### src/rtl/memory_to_uart_sender.sv
// -----------------------------------------------------------------------------
// memory_to_uart_sender
//   Transmit-side sequencer: walks RAM from address 0 to BYTE_COUNT-1 during the
//   router's send phase and hands each byte to the UART TX with a one-cycle
//   start pulse and busy handshake, then flags completion.
//
// Ports
//   MAIN_CLOCK          in   system clock, rising edge
//   RESET               in   asynchronous, active-high reset
//   START_TRANSMISSION  in   level from router; high = send phase
//   RAM_ADDRESS         out  read address to router
//   UART_WRITE_EN       out  RAM write enable to router (always 0)
//   RAM_DATA            in   RAM read data
//   TX_BUSY             in   UART TX shifting a frame
//   TX_START            out  one-cycle pulse: load TX_DATA, start frame
//   TX_DATA             out  byte for the UART TX
//   TRANSMISSION_DONE   out  high once all bytes have left the UART
//   BYTES_SENT          out  completed frames in this transfer
// -----------------------------------------------------------------------------
module memory_to_uart_sender #(
    parameter int unsigned ADDR_WIDTH       = 16,
    parameter int unsigned BYTE_COUNT       = 16384,
    parameter int unsigned RAM_READ_LATENCY = 1
) (
    input  logic                  MAIN_CLOCK,
    input  logic                  RESET,
    input  logic                  START_TRANSMISSION,
    output logic [ADDR_WIDTH-1:0] RAM_ADDRESS,
    output logic                  UART_WRITE_EN,
    input  logic [7:0]            RAM_DATA,
    input  logic                  TX_BUSY,
    output logic                  TX_START,
    output logic [7:0]            TX_DATA,
    output logic                  TRANSMISSION_DONE,
    output logic [ADDR_WIDTH:0]   BYTES_SENT
);

    localparam int unsigned SENT_W = ADDR_WIDTH + 1;
    localparam int unsigned LAT_W  = 3;

    // End-of-transfer compare value; never wraps, all-ones when BYTE_COUNT fills the space
    localparam logic [ADDR_WIDTH-1:0] LAST_ADDR = ADDR_WIDTH'(BYTE_COUNT - 1);
    localparam logic [LAT_W-1:0]      LAT_LAST  = LAT_W'(RAM_READ_LATENCY - 1);

    typedef enum logic [2:0] {
        ST_IDLE,
        ST_FETCH,
        ST_LOAD,
        ST_SEND,
        ST_ACK,
        ST_DRAIN,
        ST_DONE
    } state_t;

    state_t                state_q, state_d;
    logic [ADDR_WIDTH-1:0] addr_q,  addr_d;
    logic [SENT_W-1:0]     sent_q,  sent_d;
    logic [LAT_W-1:0]      lat_q,   lat_d;
    logic [7:0]            data_q,  data_d;
    logic                  start_q, start_d;
    logic                  done_q,  done_d;

    // State and registered outputs
    always_ff @(posedge MAIN_CLOCK or posedge RESET) begin
        if (RESET) begin
            state_q <= ST_IDLE;
            addr_q  <= '0;
            sent_q  <= '0;
            lat_q   <= '0;
            data_q  <= '0;
            start_q <= 1'b0;
            done_q  <= 1'b0;
        end else begin
            state_q <= state_d;
            addr_q  <= addr_d;
            sent_q  <= sent_d;
            lat_q   <= lat_d;
            data_q  <= data_d;
            start_q <= start_d;
            done_q  <= done_d;
        end
    end

    // Next-state and next-output logic; TX_START/DONE are decoded from the
    // state being entered so they are registered alongside it.
    always_comb begin
        state_d = state_q;
        addr_d  = addr_q;
        sent_d  = sent_q;
        lat_d   = lat_q;
        data_d  = data_q;
        start_d = 1'b0;
        done_d  = 1'b0;

        if ((state_q != ST_IDLE) && !START_TRANSMISSION) begin
            // Abort: any frame already in the UART finishes by itself
            state_d = ST_IDLE;
            addr_d  = '0;
            sent_d  = '0;
            lat_d   = '0;
        end else begin
            case (state_q)
                ST_IDLE: begin
                    addr_d = '0;
                    sent_d = '0;
                    lat_d  = '0;
                    if (START_TRANSMISSION) begin
                        state_d = ST_FETCH;
                    end
                end
                ST_FETCH: begin
                    if (lat_q == LAT_LAST) begin
                        lat_d   = '0;
                        state_d = ST_LOAD;
                    end else begin
                        lat_d = lat_q + LAT_W'(1);
                    end
                end
                ST_LOAD: begin
                    // Capture only when the UART is idle so TX_DATA never moves under a frame
                    if (!TX_BUSY) begin
                        data_d  = RAM_DATA;
                        state_d = ST_SEND;
                        start_d = 1'b1;
                    end
                end
                ST_SEND: begin
                    state_d = ST_ACK;
                end
                ST_ACK: begin
                    if (TX_BUSY) begin
                        state_d = ST_DRAIN;
                    end
                end
                ST_DRAIN: begin
                    if (!TX_BUSY) begin
                        sent_d = sent_q + SENT_W'(1);
                        if (addr_q == LAST_ADDR) begin
                            state_d = ST_DONE;
                            done_d  = 1'b1;
                        end else begin
                            addr_d  = addr_q + ADDR_WIDTH'(1);
                            state_d = ST_FETCH;
                        end
                    end
                end
                ST_DONE: begin
                    done_d = 1'b1;
                end
                default: begin
                    state_d = ST_IDLE;
                end
            endcase
        end
    end

    assign RAM_ADDRESS       = addr_q;
    assign UART_WRITE_EN     = 1'b0;
    assign TX_START          = start_q;
    assign TX_DATA           = data_q;
    assign TRANSMISSION_DONE = done_q;
    assign BYTES_SENT        = sent_q;

endmodule

### config.mk
export PLATFORM = sky130hd
export DESIGN_NAME = memory_to_uart_sender
export DESIGN_NICKNAME = d
export VERILOG_FILES = /design/src/rtl/memory_to_uart_sender.sv
export SDC_FILE = /design/constraint.sdc
export NUM_CORES = 1
export LEC_CHECK = 0
export BUFFER_PORTS_ARGS = -buffer_cell sky130_fd_sc_hd__buf_2
export CAP_MARGIN = 20
export CELL_PAD_IN_SITES_DETAIL_PLACEMENT = 0
export CELL_PAD_IN_SITES_GLOBAL_PLACEMENT = 2
export CORE_UTILIZATION = 36
export CTS_CLUSTER_DIAMETER = 80
export CTS_CLUSTER_SIZE = 28
export DETAILED_ROUTE_END_ITERATION = 16
export PLACE_DENSITY = 0.95
export SETUP_SLACK_MARGIN = 0.1
export SYNTH_ARGS = -nofsm -noshare
export SYNTH_HDL_FRONTEND = slang
export SYNTH_SLANG_ARGS = --single-unit
### constraint.sdc
create_clock -name MAIN_CLOCK -period 3.5 [get_ports MAIN_CLOCK]
set_clock_uncertainty 0.2 [all_clocks]
set_input_delay 0.7 -clock MAIN_CLOCK [delete_from_list [all_inputs] [get_ports MAIN_CLOCK]]
set_output_delay 0.7 -clock MAIN_CLOCK [all_outputs]
set_load 0.005 [all_outputs]
==> run_results.csv, run 1 <==
group,metric,value,unit
layout,most-common-layout-cells,"sky130_fd_sc_hd__buf_2 (54), sky130_fd_sc_hd__dfrtp_1 (49), sky130_fd_sc_hd__nor2_1 (35), sky130_fd_sc_hd__nand2_1 (19), sky130_fd_sc_hd__xor2_1 (19)",
placed_design,place.detailed.instances,394,
routing,drc,0,
yosys,yosysUniqueCellTypes,46,
worst_hold_path,min-delay-path-class,"primary input to asynchronous set/reset pin",
yosys,yosysSeqAreaShare,47.6,%
timing,drv_slew,0,
floorplanning,fp-row-count,30,
layout,final_nets,322,
setup_path,critical_path_class,"flop to flop",
setup_path,critPathRequiredTime,3.47,ns
timing,timing.final.setup_violations,0,
setup_path,reg_to_reg_critical_path_endpoint,"RAM_ADDRESS[15]",
setup_path,critical_path.cell_chain,"nand4b_4 > or4_1 > o2111ai_1 > xor2_1 > nor2_1",
yosys,async_flop_share,100,%
yosys,syn_avg_cell_area,10.1,µm²
floorplanning,die_area,7500,µm²
global_routing,grt_pass1_wl,9370,µm
setup_path,ff2ff_setup_slack,1.03,ns
placed_design,buffer_ports.inserted,54,
clock_tree,cts_setup_buffers,0,
setup_path,reg2reg_depth,5,
clock_tree,count_of_clock_tree_sinks,49,
placed_design,post-dp-hpwl,3790,µm
layout,final_common_cell,"sky130_fd_sc_hd__buf_2",
setup_path,cp_slowest_stage_delay,0.76,ns
setup_path,timing.critical_path.max_delay_family,"simple AND/OR/NAND/NOR gates",
global_routing,globalRouteTotalUtil,16.0,%
clock_tree,cts_repair_resize_count,0,
timing,worst_slew_pin_slew,0.677,ns
yosys,yosys_most_used_dff,"sky130_fd_sc_hd__dfrtp_1",
power_and_ir_drop,vdd.ir_drop.worst,0.328,mV
timing,hold_viol_final,0,
yosys,netlist_area,2570,µm²
layout,drive_gt1_share,28.3,%
setup_path,start_kind,"flop",
yosys,number_of_synthesized_flops_with_an_enable_pin,0,
timing,fmax,0.404,GHz
timing,min_period_over_period,70.7,%
global_routing,grt_overflow_total,0,
power_and_ir_drop,power-per-cell-area,419,nW/µm²
layout,syn_to_final_growth,17.5,%
floorplanning,number_of_top_level_pins,56,
outcome,run_status,"complete, no violations",
setup_path,crit_buf_inv,0,
routing,routedWlPerCell,13.6,µm
global_routing,grt_pass1_vias,1894,
setup_path,worstReg2RegStart,"state_q[0]",
clock_tree,clock_tree.htree_level_count,2,
clock_tree,cts_tree,"built",
setup_path,timing.critical_path.arrival,2.44,ns
floorplanning,placeableCoreArea,6870,µm²
routing,vias_per_cell,4.99,
yosys,synth.net_count,271,
run,drv_cap,0,
routing,vias,2012,
placed_design,gp_routability_congestion,0.752,
routing,routed_wirelength,5470,µm
power_and_ir_drop,power,1.27,mW
clock_tree,clockBufferDepth,2,
global_routing,grt_start_max_net_pins,50,
timing,hold-worst-slack,0.0726,ns
yosys,synthCells,255,
layout,layoutNonFillerInstCount,403,
clock_tree,clock_latency,0.31,ns
layout,ant_cells,0,
routing,dr.pass1.iters,4,
timing,unrepaired_setup_endpoints_after_global_routing,"false",
timing,post-route-min-period,2.47,ns
setup_path,critical_path.max_fanout,13,
setup_path,worst_setup_path_end_kind,"flop",
floorplanning,fp.dieW,86.6,µm
routing,drt_first_iter_violations,96,
power_and_ir_drop,power_leakage,1.44,nW
clock_tree,clkTransAtPathRegs,0.09,ns
timing,total_negative_setup_slacks,0,ns
clock_tree,root_buffer_cell,"sky130_fd_sc_hd__clkbuf_8",
floorplanning,initial_core_util,37.5,%
yosys,ys_warn_count,0,
routing,ant_nets,0,
global_routing,antenna_found_initial,0,
floorplanning,floorplan.die.height,86.6,µm
clock_tree,cts_hold_repair.buffers,0,
setup_path,critPathSlowestCell,"sky130_fd_sc_hd__or4_1",
yosys,synth_seq_cells,49,
timing,slew_headroom,54.3,%
clock_tree,clock_buffer_count_from_cts,5,
synth_stat cells (3+ instances only):
cell type	number	share of area (%)
sky130_fd_sc_hd__a21oi_1	5	0.97
sky130_fd_sc_hd__buf_6	5	2.2
sky130_fd_sc_hd__nand3_1	13	2.5
sky130_fd_sc_hd__clkbuf_1	5	0.73
sky130_fd_sc_hd__ha_1	4	1.9
sky130_fd_sc_hd__dfrtp_1	49	48
sky130_fd_sc_hd__xnor2_1	5	1.7
sky130_fd_sc_hd__mux2_2	9	3.9
sky130_fd_sc_hd__xor2_1	19	6.5
sky130_fd_sc_hd__o31ai_1	4	1.2
sky130_fd_sc_hd__o21ai_0	6	1.2
sky130_fd_sc_hd__nand2_1	19	2.8
sky130_fd_sc_hd__and4_1	3	1.0
sky130_fd_sc_hd__o2111ai_1	5	1.7
sky130_fd_sc_hd__nor3_1	6	1.2
sky130_fd_sc_hd__and3_1	5	1.2
sky130_fd_sc_hd__inv_1	10	1.5
sky130_fd_sc_hd__nand4_1	12	2.9
sky130_fd_sc_hd__or2_2	5	1.2
sky130_fd_sc_hd__nor2_1	35	5.1
layer usage:
metal  part of all wire [%]  vias up  global-route usage [%]
met4                    1.4        0                    5.45
li1                       -     1001                       -
met5                      0        -                       0
met2                     43       56                    22.8
met3                    5.4        7                    4.10
met1                     50      948                    23.7
cells by family (layout without fill, tap and decap cells):
family,Yosys count,in the layout,share of synthesized area [%]
AND/OR/NAND/NOR,110,110,22.7
flip-flops,49,49,47.6
AO/OA/AOI/OAI,36,36,10.6
XOR/XNOR,24,24,8.16
buffers and inverters,22,74,4.86
multiplexers,9,9,3.94
adder cells (fa/ha/maj),4,4,1.94
other,1,1,0.146
power by group:
part | total, mW | switching, mW | internal, mW | leakage [nW]
Sequential | 0.652 | 0.0355 | 0.616 | 0.668
Combinational | 0.190 | 0.0975 | 0.0923 | 0.711
Clock | 0.426 | 0.193 | 0.232 | 0.0574
how the worst max path moves through the flow:
stage                  startpoint               to  slack, ns  depth (start not counted)
2_1_floorplan  START_TRANSMISSION   RAM_ADDRESS[7]       1.26                          6
3_3_place_gp   START_TRANSMISSION  RAM_ADDRESS[15]       0.78                          6
6_report               state_q[0]  RAM_ADDRESS[15]       1.03                          5
4_1_cts                state_q[0]  RAM_ADDRESS[15]       1.02                          5
3_5_place_dp   START_TRANSMISSION  RAM_ADDRESS[15]       0.73                          6
5_1_grt                state_q[2]  RAM_ADDRESS[13]       0.82                          4
per-stage QoR:
stage	utilization, %	setup slack [ns]	instance area (µm²)
after floorplan	-	1.26	2570
after global placement	42.0	0.783	2890
after detailed placement	42.0	0.731	2890
after CTS	43.8	1.02	3010
after global routing	44.0	0.819	3030
final	44.0	1.03	3030
state kept, by name, summed over array words and instances (netlist names):
| signal | flops |
|---|---|
| TX_DATA | 8 |
| RAM_ADDRESS | 16 |
| lat_q | 3 |
| BYTES_SENT | 17 |
| state_q | 3 |
| TX_START | 1 |
| TRANSMISSION_DONE | 1 |
cell type report:
class / count / area [µm²]
fillers: 684 / 3840
flip-flops and latches: 49 / 1230
well taps: 96 / 120
inverters: 10 / 37.5
clock buffers: 6 / 82.6
repair buffers: 56 / 298
multi-input cells: 184 / 1220
clock inverters: 2 / 37.5
Note: power is estimated with default switching activity, not from simulation.
==> run 2: changes to the inputs <==
--- a/config.mk
+++ b/config.mk
@@ -9,11 +9,11 @@
 export CAP_MARGIN = 20
 export CELL_PAD_IN_SITES_DETAIL_PLACEMENT = 0
 export CELL_PAD_IN_SITES_GLOBAL_PLACEMENT = 2
-export CORE_UTILIZATION = 36
+export CORE_UTILIZATION = 34
 export CTS_CLUSTER_DIAMETER = 80
 export CTS_CLUSTER_SIZE = 28
 export DETAILED_ROUTE_END_ITERATION = 16
-export PLACE_DENSITY = 0.95
+export PLACE_DENSITY = 0.92
 export SETUP_SLACK_MARGIN = 0.1
 export SYNTH_ARGS = -nofsm -noshare
 export SYNTH_HDL_FRONTEND = slang
==> constraint.sdc (replaced) <==
create_clock -name MAIN_CLOCK -period 2.58 [get_ports MAIN_CLOCK]
set_clock_uncertainty 0.2 [all_clocks]
set_input_delay 0.516 -clock MAIN_CLOCK [delete_from_list [all_inputs] [get_ports MAIN_CLOCK]]
set_output_delay 0.516 -clock MAIN_CLOCK [all_outputs]
set_load 0.005 [all_outputs]
==> run 2 against run 1 <==
Flip-flop and latch count stayed put. Non-clock buffer count is 13 higher. Critical path type unchanged. Sequential power is 34% higher. Critical endpoint unchanged. Utilization is 1.7 points lower.
==> run_results.csv, run 2 (synthesis results as in run 1) <==
group,metric,value,unit
clock_tree,root_buffer_cell,"sky130_fd_sc_hd__clkbuf_8",
floorplanning,placeableCoreArea,7290,µm²
power_and_ir_drop,p_sw_share,27.3,%
routing,ant_nets,0,
layout,ant_cells,0,
global_routing,grt_overflow_total,0,
global_routing,globalRouteTotalUtil,16.3,%
power_and_ir_drop,sequentialPowerShare,53.6,%
timing,total_negative_setup_slacks,0,ns
floorplanning,fp.dieW,89.0,µm
global_routing,grt_start_max_net_pins,24,
placed_design,post-dp-hpwl,4300,µm
setup_path,start_kind,"flop",
floorplanning,floorplan.die.height,89.0,µm
placed_design,detailedPlace.worstSlack,0.251,ns
routing,vias_per_cell,5.01,
layout,most-common-layout-cells,"sky130_fd_sc_hd__buf_2 (54), sky130_fd_sc_hd__dfrtp_1 (49), sky130_fd_sc_hd__nor2_1 (35), sky130_fd_sc_hd__nand2_1 (19), sky130_fd_sc_hd__xor2_1 (19)",
global_routing,antenna_found_initial,0,
power_and_ir_drop,power.switching,0.447,mW
power_and_ir_drop,share_comb_of_total_power,17.4,%
setup_path,timing.critical_path.arrival,2.31,ns
floorplanning,initial_core_util,35.3,%
setup_path,critPathRequiredTime,2.58,ns
layout,layoutNonFillerInstCount,418,
setup_path,critPathSlowestCell,"sky130_fd_sc_hd__or4_1",
worst_hold_path,min-delay-path-class,"primary input to asynchronous set/reset pin",
routing,dr.pass1.iters,4,
power_and_ir_drop,power_leakage,1.48,nW
routing,drc,0,
layout,finish.instance_area,3080,µm²
layout,final_common_cell,"sky130_fd_sc_hd__buf_2",
placed_design,gp_routability_congestion,0.848,
clock_tree,cts_setup_buffers,0,
clock_tree,cts_tree,"built",
timing,hold-worst-slack,0.0234,ns
routing,drt_first_iter_violations,84,
power_and_ir_drop,power-per-cell-area,530,nW/µm²
layout,final_nets,335,
routing,vias,2094,
timing,post-route-min-period,2.31,ns
timing,hold_viol_final,0,
timing,min_period_over_period,89.5,%
power_and_ir_drop,vdd.ir_drop.worst,0.326,mV
timing,unrepaired_setup_endpoints_after_global_routing,"false",
power_and_ir_drop,p_int,1.19,mW
layout,drive_gt1_share,31.0,%
routing,routed_wirelength,5910,µm
timing,timing.final.setup_violations,0,
timing,fmax,0.433,GHz
setup_path,crit_buf_inv,0,
floorplanning,die_area,7930,µm²
setup_path,timing.critical_path.max_delay_family,"simple AND/OR/NAND/NOR gates",
setup_path,critical_path.cell_chain,"or2_2 > or4_1 > o2111ai_1 > xor2_1 > nor2_1",
global_routing,grt_pass1_wl,9920,µm
floorplanning,fp-row-count,31,
floorplanning,number_of_top_level_pins,56,
routing,routedWlPerCell,14.1,µm
clock_tree,clock_buffer_count_from_cts,5,
placed_design,buffer_ports.inserted,54,
placed_design,dpl_cell_area,2990,µm²
clock_tree,clockBufferDepth,2,
timing,drv_slew,0,
setup_path,cp_slowest_stage_delay,0.72,ns
setup_path,critical_path_class,"flop to flop",
clock_tree,cts_repair_resize_count,0,
clock_tree,clock_latency,0.30,ns
layout,syn_to_final_growth,19.8,%
global_routing,grt_pass1_vias,1973,
clock_tree,count_of_clock_tree_sinks,49,
clock_tree,clock_tree.htree_level_count,2,
clock_tree,clkTransAtPathRegs,0.10,ns
layout,number_of_flip_flops_under_the_largest_register_name,17,
setup_path,critical_path.max_fanout,9,
outcome,run_status,"complete, no violations",
timing,fin_ws,0.271,ns
setup_path,worst_setup_path_end_kind,"flop",
clock_tree,cts_hold_repair.buffers,0,
run,drv_cap,0,
power_and_ir_drop,clockPowerShare,29.0,%
placed_design,place.detailed.instances,411,
-- run 2: cell count changes in the layout (fill, tap and decap cells not counted) --
cell                        delta
sky130_fd_sc_hd__buf_12        -1
sky130_fd_sc_hd__buf_4        +14
sky130_fd_sc_hd__bufinv_16     -1
-- run 2: final cells by class --
| cell class | instances | area (µm²) |
|---|---|---|
| clock inverter | 1 | 7.51 |
| inverter | 10 | 37.5 |
| tap | 99 | 124 |
| clock buffer | 6 | 82.6 |
| timing repair buffer | 69 | 383 |
| fill | 769 | 4210 |
| sequential | 49 | 1230 |
| multi-input combinational | 184 | 1220 |
-- run 2: power by group through the flow --
stage	Combinational, mW	Sequential (mW)	Clock [mW]
global route	0.314	0.886	0.514
global placement	0.282	0.888	0
detailed placement	0.289	0.893	0
floorplan	0.175	0.892	0
CTS	0.290	0.878	0.497
finish	0.284	0.876	0.474
-- run 2: layer usage --
layer | part of all wire [%] | GRT usage [%] | wire, µm
met2 | 46 | 25.2 | 2710
met4 | 1.4 | 4.62 | 85
met1 | 48 | 23.3 | 2860
met5 | 0 | 0 | 0
met3 | 4.2 | 3.23 | 251
-- run 2: metrics by stage --
| step | utilization (%) | power, mW |
|---|---|---|
| finish | 42.3 | 1.63 |
| global route | 42.3 | 1.71 |
| CTS | 42.3 | 1.67 |
| detailed placement | 41.1 | 1.18 |
| global placement | 41.1 | 1.17 |
| floorplan | - | 1.07 |
-- run 2: final timing paths --
kind / cells after the start / endpoint / slack, ns / startpoint
max: 5 / RAM_ADDRESS[15] / 0.27 / RAM_ADDRESS[14]
min: 2 / BYTES_SENT[12] / 0.02 / RESET
max reg2reg: 5 / RAM_ADDRESS[15] / 0.27 / RAM_ADDRESS[14]
min reg2reg: 1 / TX_DATA[5] / 0.31 / TX_DATA[5]
max in group asynchronous: 3 / state_q[0] / 1.57 / RESET
min in group MAIN_CLOCK: 2 / TX_DATA[2] / 0.24 / RAM_DATA[2]
==> run 3: changes to the inputs <==
--- a/config.mk
+++ b/config.mk
@@ -7,13 +7,13 @@
 export LEC_CHECK = 0
 export BUFFER_PORTS_ARGS = -buffer_cell sky130_fd_sc_hd__buf_2
 export CAP_MARGIN = 20
-export CELL_PAD_IN_SITES_DETAIL_PLACEMENT = 0
-export CELL_PAD_IN_SITES_GLOBAL_PLACEMENT = 2
-export CORE_UTILIZATION = 34
+export CELL_PAD_IN_SITES_DETAIL_PLACEMENT = 1
+export CELL_PAD_IN_SITES_GLOBAL_PLACEMENT = 1
+export CORE_UTILIZATION = 40
 export CTS_CLUSTER_DIAMETER = 80
 export CTS_CLUSTER_SIZE = 28
 export DETAILED_ROUTE_END_ITERATION = 16
-export PLACE_DENSITY = 0.92
+export PLACE_DENSITY = 0.89
 export SETUP_SLACK_MARGIN = 0.1
 export SYNTH_ARGS = -nofsm -noshare
 export SYNTH_HDL_FRONTEND = slang
==> constraint.sdc (replaced) <==
create_clock -name MAIN_CLOCK -period 2.6 [get_ports MAIN_CLOCK]
set_clock_uncertainty 0.2 [all_clocks]
set_input_delay 0.52 -clock MAIN_CLOCK [delete_from_list [all_inputs] [get_ports MAIN_CLOCK]]
set_output_delay 0.52 -clock MAIN_CLOCK [all_outputs]
set_load 0.005 [all_outputs]
==> run 3 against run 2 <==
Fmax grew 0.84%. Utilization up 8.1 points. Clock power rose by 25%. Critical endpoint is now BYTES_SENT[15]. Critical path depth unchanged. Count of clock-buffer cells in the layout unchanged. Global-route usage increased by 6.5 points. Hold slack better by 0.0077 ns. Critical path type unchanged. Worst setup slack improved by 0.039 ns. Die area is 15% lower. Largest cell class is now multi-input combinational cells. Via count grew 5.3%.
==> run_results.csv, run 3 (synthesis results as in run 1) <==
group,metric,value,unit
global_routing,grt_pass1_vias,2362,
global_routing,grt_use_met3,4.62,%
routing,dr.pass1.iters,4,
setup_path,critPathSlowestCell,"sky130_fd_sc_hd__or3_1",
timing,total_negative_setup_slacks,0,ns
floorplanning,initial_core_util,42.5,%
layout,layout.filler_cells,715,
floorplanning,placeableCoreArea,6060,µm²
power_and_ir_drop,vdd.ir_drop.worst,0.390,mV
clock_tree,count_of_clock_tree_sinks,49,
global_routing,grt_pass1_wl,11700,µm
setup_path,timing.critical_path.arrival,2.29,ns
placed_design,buffer_ports.inserted,54,
clock_tree,cts_hold_repair.buffers,0,
clock_tree,cts_tree,"built",
layout,final_common_cell,"sky130_fd_sc_hd__buf_2",
setup_path,critPathRequiredTime,2.60,ns
timing,hold_viol_final,0,
timing,min_period_over_period,88.1,%
clock_tree,clock_latency,0.31,ns
clock_tree,clock_tree.htree_level_count,2,
timing,post-route-min-period,2.29,ns
setup_path,worst_setup_path_end_kind,"flop",
setup_path,reg_to_reg_critical_path_endpoint,"BYTES_SENT[15]",
routing,vias,2205,
power_and_ir_drop,power-per-cell-area,572,nW/µm²
placed_design,place.detailed.instances,381,
routing,routed_wirelength,6980,µm
floorplanning,number_of_top_level_pins,56,
timing,slew_headroom,44.6,%
setup_path,critical_path_class,"flop to flop",
global_routing,grtUsageMet2,38.9,%
floorplanning,fp-row-count,28,
setup_path,worstReg2RegStart,"state_q[1]",
timing,worst_slew_pin_slew,0.821,ns
timing,drv_slew,0,
placed_design,detailedPlace.worstSlack,0.170,ns
global_routing,antenna_found_initial,0,
clock_tree,cts_setup_buffers,0,
floorplanning,die_area,6760,µm²
power_and_ir_drop,power,1.75,mW
global_routing,globalRouteTotalUtil,22.8,%
layout,number_of_flip_flops_under_the_largest_register_name,17,
global_routing,grt_overflow_total,0,
layout,layoutNonFillerInstCount,389,
global_routing,global_route.usage.met1,29.1,%
routing,drc,0,
routing,drt_first_iter_violations,116,
setup_path,critical_path.max_fanout,11,
layout,fin_util,50.4,%
setup_path,ff2ff_setup_slack,0.31,ns
timing,fin_ws,0.310,ns
floorplanning,fp.dieW,82.2,µm
floorplanning,floorplan.die.height,82.2,µm
timing,fmax,0.437,GHz
routing,ant_nets,0,
layout,final_nets,329,
layout,drive_gt1_share,30.3,%
timing,timing.final.setup_violations,0,
run,drv_cap,0,
placed_design,gp_routability_congestion,0.803,
layout,syn_to_final_growth,18.7,%
outcome,run_status,"complete, no violations",
layout,most-common-layout-cells,"sky130_fd_sc_hd__buf_2 (54), sky130_fd_sc_hd__dfrtp_1 (49), sky130_fd_sc_hd__nor2_1 (35), sky130_fd_sc_hd__nand2_1 (19), sky130_fd_sc_hd__xor2_1 (19)",
setup_path,reg2reg_depth,5,
routing,routedWlPerCell,17.9,µm
clock_tree,root_buffer_cell,"sky130_fd_sc_hd__clkbuf_8",
worst_hold_path,min-delay-path-class,"primary input to asynchronous set/reset pin",
timing,unrepaired_setup_endpoints_after_global_routing,"false",
clock_tree,clkTransAtPathRegs,0.10,ns
global_routing,grt.busiest_layer,"met2",
clock_tree,clockBufferDepth,2,
clock_tree,clock_buffer_count_from_cts,5,
setup_path,crit_path_start,"state_q[1]",
setup_path,start_kind,"flop",
setup_path,critical_path.cell_chain,"or3_1 > a31oi_2 > nand4_1 > xor2_1 > nor2_1",
global_routing,grt_start_max_net_pins,28,
layout,ant_cells,0,
power_and_ir_drop,power_leakage,1.47,nW
routing,vias_per_cell,5.67,
placed_design,post-dp-hpwl,4940,µm
setup_path,cp_slowest_stage_delay,0.56,ns
## run 3: changes by cell type in the layout (fill, tap and decap cells not counted)
cell / previous run / this run
sky130_fd_sc_hd__or4_1: 1 / 0
sky130_fd_sc_hd__or4_4: 0 / 1
sky130_fd_sc_hd__buf_4: 15 / 8
sky130_fd_sc_hd__bufinv_16: 0 / 1
sky130_fd_sc_hd__buf_12: 0 / 1
## run 3: layout make-up
class | instances | area [µm²] | share of cell area, %
inverters | 10 | 37.5 | 1.23
repair buffers | 63 | 350 | 11.5
clock inverters | 2 | 37.5 | 1.23
clock buffers | 6 | 82.6 | 2.70
multi-input cells | 184 | 1230 | 40.2
flip-flops and latches | 49 | 1230 | 40.1
well taps | 75 | 93.8 | 3.07
## run 3: how the worst max path moves through the flow
stage | slack (ns) | end | cells past startpoint
floorplan | 0.48 | RAM_ADDRESS[7] | 6
global placement | 0.23 | RAM_ADDRESS[15] | 6
detailed placement | 0.17 | RAM_ADDRESS[7] | 6
CTS | 0.20 | RAM_ADDRESS[13] | 5
global route | 0.20 | BYTES_SENT[8] | 5
finish | 0.31 | BYTES_SENT[15] | 5
## run 3: through the flow
step	instance area [µm²]	hold slack [ns]
floorplan	2570	0.305
global placement	2930	0.285
detailed placement	2930	0.292
CTS	3050	0.0445
global route	3060	0.0695
finish	3060	0.0311
## run 3: worst max-delay path, delay by kind of cell, from the launching register on
kind	cells	cell delay (ns)
XOR/XNOR	1	0.21
AO/OA/AOI/OAI	1	0.46
flip-flops	1	0.50
AND/OR/NAND/NOR	3	0.80
## run 3: power breakdown
group          switching [mW]  internal [mW]
logic                   0.149          0.136
clock network           0.278          0.313
registers              0.0431          0.830
## run 3: timing repair
item                       in CTS  in global routing
hold endpoints to repair        0                  0
setup endpoints to repair       0                  2
gates resized for setup         0                  1
## run 3: layer usage
layer	wire, µm	vias to the layer above
met1	3050	1134
li1	-	1014
met5	0	-
met4	87	0
met2	3560	48
met3	273	9
